<file path="config.mk">
export PLATFORM = sky130hd
export DESIGN_NAME = spi_master_shifter
export DESIGN_NICKNAME = d
export VERILOG_FILES = /design/src/rtl/spi_master_shifter.sv
export SDC_FILE = /design/constraint.sdc
export NUM_CORES = 1
export LEC_CHECK = 0
export ABC_AREA = 1
export CAP_MARGIN = 20
export CORE_MARGIN = 5
export CORE_UTILIZATION = 53
export DETAILED_ROUTE_END_ITERATION = 7
export PLACE_DENSITY = 0.75
export SYNTH_ARGS = -nofsm -noshare
export SYNTH_HDL_FRONTEND = slang
export SYNTH_SLANG_ARGS = --single-unit
</file>
<file path="constraint.sdc">
create_clock -name clk -period 2.14 [get_ports clk]
set_clock_uncertainty 0.2 [all_clocks]
set_input_delay 0.428 -clock clk [delete_from_list [all_inputs] [get_ports clk]]
set_output_delay 0.428 -clock clk [all_outputs]
set_load 0.02 [all_outputs]
</file>
<file path="src/rtl/spi_master_shifter.sv">
// SPI mode-0 master byte shifter: streams bytes MSB first on mosi and captures
// miso into rx_dat, keeping ssn low across back-to-back bytes of one frame.
module spi_master_shifter #(
    parameter int CLK_DIV = 2
) (
    input  logic       clk,
    input  logic       rst,
    input  logic [7:0] tx_dat,
    input  logic       tx_last,
    input  logic       tx_vld,
    output logic       tx_rdy,
    output logic [7:0] rx_dat,
    output logic       rx_vld,
    output logic       busy,
    output logic       sck,
    output logic       ssn,
    output logic       mosi,
    input  logic       miso
);

    typedef enum logic [2:0] {
        IDLE  = 3'd0,
        SETUP = 3'd1,
        SHIFT = 3'd2,
        WAIT  = 3'd3,
        HOLD  = 3'd4,
        GAP   = 3'd5
    } state_t;

    localparam logic [7:0] DIV_LAST = 8'(CLK_DIV - 1);

    state_t     state_q, state_d;
    logic [7:0] div_q, div_d;
    logic [2:0] bit_q, bit_d;
    logic [7:0] tx_sr_q, tx_sr_d;
    logic [6:0] rx_sr_q, rx_sr_d;
    logic       last_q, last_d;
    logic       sck_q, sck_d;
    logic       ssn_q, ssn_d;
    logic       mosi_q, mosi_d;
    logic [7:0] rx_dat_q, rx_dat_d;
    logic       rx_vld_q, rx_vld_d;

    logic tick;
    logic accept;

    assign tx_rdy = (state_q == IDLE) || (state_q == WAIT);
    assign busy   = (state_q != IDLE);
    assign tick   = (div_q == DIV_LAST);
    assign accept = tx_vld && tx_rdy;

    always_comb begin
        state_d  = state_q;
        bit_d    = bit_q;
        tx_sr_d  = tx_sr_q;
        rx_sr_d  = rx_sr_q;
        last_d   = last_q;
        sck_d    = sck_q;
        ssn_d    = ssn_q;
        mosi_d   = mosi_q;
        rx_dat_d = rx_dat_q;
        rx_vld_d = 1'b0;

        case (state_q)
            IDLE, WAIT: begin
                if (accept) begin
                    tx_sr_d = tx_dat;
                    last_d  = tx_last;
                    mosi_d  = tx_dat[7];
                    ssn_d   = 1'b0;
                    bit_d   = 3'd0;
                    state_d = SETUP;
                end
            end
            SETUP: begin
                if (tick) begin
                    sck_d   = 1'b1;
                    state_d = SHIFT;
                end
            end
            SHIFT: begin
                if (tick) begin
                    if (sck_q) begin
                        // Falling edge: capture miso, then either present the next bit or close the byte.
                        sck_d   = 1'b0;
                        rx_sr_d = {rx_sr_q[5:0], miso};
                        if (bit_q == 3'd7) begin
                            rx_dat_d = {rx_sr_q, miso};
                            rx_vld_d = 1'b1;
                            bit_d    = 3'd0;
                            state_d  = last_q ? HOLD : WAIT;
                        end else begin
                            bit_d   = bit_q + 3'd1;
                            tx_sr_d = tx_sr_q << 1;
                            mosi_d  = tx_sr_q[6];
                        end
                    end else begin
                        sck_d = 1'b1;
                    end
                end
            end
            HOLD: begin
                if (tick) begin
                    ssn_d   = 1'b1;
                    state_d = GAP;
                end
            end
            GAP: begin
                if (tick) begin
                    state_d = IDLE;
                end
            end
            default: begin
                state_d = IDLE;
            end
        endcase

        // Divider restarts on every state change and is parked while waiting for data.
        if ((state_d != state_q) || tick || (state_q == IDLE) || (state_q == WAIT)) begin
            div_d = 8'd0;
        end else begin
            div_d = div_q + 8'd1;
        end
    end

    always_ff @(posedge clk) begin
        if (rst) begin
            state_q  <= IDLE;
            div_q    <= 8'd0;
            bit_q    <= 3'd0;
            tx_sr_q  <= 8'd0;
            rx_sr_q  <= 7'd0;
            last_q   <= 1'b0;
            sck_q    <= 1'b0;
            ssn_q    <= 1'b1;
            mosi_q   <= 1'b0;
            rx_dat_q <= 8'd0;
            rx_vld_q <= 1'b0;
        end else begin
            state_q  <= state_d;
            div_q    <= div_d;
            bit_q    <= bit_d;
            tx_sr_q  <= tx_sr_d;
            rx_sr_q  <= rx_sr_d;
            last_q   <= last_d;
            sck_q    <= sck_d;
            ssn_q    <= ssn_d;
            mosi_q   <= mosi_d;
            rx_dat_q <= rx_dat_d;
            rx_vld_q <= rx_vld_d;
        end
    end

    assign sck    = sck_q;
    assign ssn    = ssn_q;
    assign mosi   = mosi_q;
    assign rx_dat = rx_dat_q;
    assign rx_vld = rx_vld_q;

endmodule

</file>
==> metrics.txt <==
Final Cycle Share 95.7%; reg-to-reg slack, setup 230 ps; Worst path depth 3; n_diodes 0; global route overflow 0; TritonRoute pass-1 iters 6; Reg-to-Reg End div_q[0]; row count 21; minimum clock period 2050 ps; die area 4890 sq um; slew margin rel. 74.6%; post-route ant nets 0; DRT iter0 DRCs 97; VDD IR max 498 uV; worst reg2reg startpoint bit_q[0]; Worst Hold Launch rx_sr_q[6]; H-tree depth 2; crit path buf inv count 1; Worst Max-Slew Pin Slew 380 ps; Mapped Nets 271; final net count 300; Yosys cell types 25; share of post-route cells with drive strength above 1 9.51%; CP arrival 1420 ps; combinational fraction of design power 12.6%; Setup crit end tx_rdy; non-filler cells, final 330; sequential share of power 49.0%; number of global-route vias before repair 1550; internal power 1.24 mW; outcome completed; Synth Instances 254; Num CTS Buffers 5; ordered cell list for the critical path nand3_1 -> nand2_2 -> dlygate4sd2_1; setup_tns 0 ps; Initial Util 55.8%; CTS sink cnt 41; Reg clk slew, reported paths 130 ps; Worst Setup SP state_q[0]; final WL 3540 um; Vias 1643; Vias/cell 4.98; Hold WC Path Type register to register; clock share of power 38.4%; Net Sw Frac 24.6%; static leakage 1.01 nW; CP endpoint kind primary output; Worst EP required 1510 ps; hpwl dp 2600 um; area growth from synthesis to layout 20.2%; delay of the slowest critical-path stage 440 ps; Switch Pwr 405 uW; CTS tree done; DRC Markers 0; Crit Path Category register to primary output; Worst-Skew Late Latency 350 ps; GRT Resource Usage Total 16.1%; top post-synthesis cells by area dfxtp_1, nand2_1, nor2_1; flop and latch count out of synthesis 41; Worst path slowest cell dfxtp_1; Placed Instances 322; Final Hold Vio Count 0; setup violators final 0; Root Buffer clkbuf_4; Die Span X 69.9 um; antenna violations before repair 0; Bufs on Longest Clock Path 2; Final Slew Violations 0; gp weighted congestion 0.819; cell count of the worst reg-to-reg path 10; pin count of the biggest net entering global routing 18; Fill cells 309; RSZ-0062 raised after global routing no; Seq/Total Area, Yosys 43.1%; Achievable Freq 488 MHz; Yosys top cell area share 43.1%; Post-Syn Area 1900 sq um; post-synthesis area per instance 7.50 sq um; crit-path max FO 4; I/O pins 27; DR WL/cell 10.7 um; first-pass GRT wire length 6490 um; area leader, netlist dfxtp_1; postcts setup bufs 0; Yosys warnings 0; max_cap viols 0; Core ar. 3420 sq um; crit start category register; power density over cell area 720 nW/um^2; CP delay by family, top flip-flops; IO buf count 26; Die H 69.9 um
-- through the flow --
step | setup slack [ps] | total power [mW] | utilization, % | hold slack, ps | cell area (sq um)
floorplan | 416 | 0.967 | - | 233 | 1900
global placement | 239 | 1.03 | 63.9 | 247 | 2180
detailed placement | 210 | 1.03 | 63.9 | 247 | 2180
CTS | 57.0 | 1.66 | 67.0 | 271 | 2290
global route | 2.82 | 1.73 | 67.0 | 294 | 2290
finish | 92.5 | 1.65 | 67.0 | 266 | 2290
-- layout by cell type (no fill, tap or decap), types with 3 or more instances in the layout --
cell type / synthesis / layout
a21oi_1: 16 / 16
buf_4: 1 / 5
clkbuf_4: 0 / 5
clkdlybuf4s50_1: 0 / 23
dfxtp_1: 41 / 41
ha_1: 4 / 4
inv_1: 18 / 18
inv_2: 3 / 3
nand2_1: 56 / 56
nand2_4: 3 / 3
nand3_1: 12 / 12
nand4_1: 3 / 3
nor2_1: 42 / 42
nor3_1: 5 / 5
o21ai_0: 26 / 26
xor2_1: 4 / 4
-- layer usage --
metal	GRT usage, %	part of all wire [%]	routed length (um)
met4	6.81	1.9	68
met1	20.7	48	1710
met3	5.02	5.1	180
met5	0	0	0
met2	24.8	45	1580
-- state kept, by name, indices dropped and copies added (netlist names) --
register	cells
div_q	8
rx_dat	8
rx_sr_q	7
tx_sr_q	7
bit_q	3
state_q	3
last_q	1
mosi	1
rx_vld	1
sck	1
ssn	1
-- what timing repair did --
item / in CTS / in global routing
hold endpoints to repair: 0 / 0
endpoints found under the setup margin: 2 / 1
gates resized for setup: 2 / 1
hold buffers: 0 / 0
-- worst min-delay path by stage --
stage	endpoint	slack, ps	depth (start not counted)
4_1_cts	rx_dat[7]	270	2
2_1_floorplan	div_q[0]	230	1
3_5_place_dp	ssn	250	2
3_3_place_gp	div_q[0]	250	1
6_report	rx_dat[7]	270	2
5_1_grt	rx_dat[7]	290	2
-- kinds of logic after synthesis --
logic type / Yosys count / synth area share, %
and+or+nand+nor: 128 / 31.3
AOI/OAI and AO/OA: 44 / 11.8
DFF: 41 / 43.1
buffers and inverters: 31 / 8.48
xor gates and xnor gates: 6 / 2.76
adders and majority gates: 4 / 2.63
-- tightest hold or removal path: stages (launching register included) --
cell and delay, ps:
dfxtp_1 330, nand2_1 60, a21oi_1 50
-- layout make-up --
| type | count | area (sq um) | area share, % |
|---|---|---|---|
| Clock buffer | 5 | 37.5 | 1.64 |
| Tap cell | 46 | 57.6 | 2.51 |
| Inverter | 22 | 85.1 | 3.72 |
| Sequential cell | 41 | 821 | 35.8 |
| Timing Repair Buffer | 31 | 298 | 13.0 |
| Multi-Input combinational cell | 182 | 922 | 40.3 |
| Clock inverter | 3 | 68.8 | 3.01 |
-- synth_stat cells --
library cell,number
a211oi_1,1
a21oi_1,16
a31oi_1,1
buf_2,1
buf_4,1
buf_6,5
clkbuf_1,2
dfxtp_1,41
ha_1,4
inv_1,18
inv_2,3
inv_4,1
nand2_1,56
nand2_2,2
nand2_4,3
nand3_1,12
nand3_4,2
nand4_1,3
nor2_1,42
nor2_4,2
nor2_8,1
nor3_1,5
o21ai_0,26
xnor2_1,2
xor2_1,4
-- power groups by stage --
stage | clock [mW] | combinational [mW] | sequential, mW
after floorplan | 0 | 0.140 | 0.827
after global routing | 0.681 | 0.235 | 0.812
after CTS | 0.647 | 0.208 | 0.807
after detailed placement | 0 | 0.210 | 0.824
final | 0.633 | 0.207 | 0.807
after global placement | 0 | 0.209 | 0.823
(Power assumes the default switching activity.)
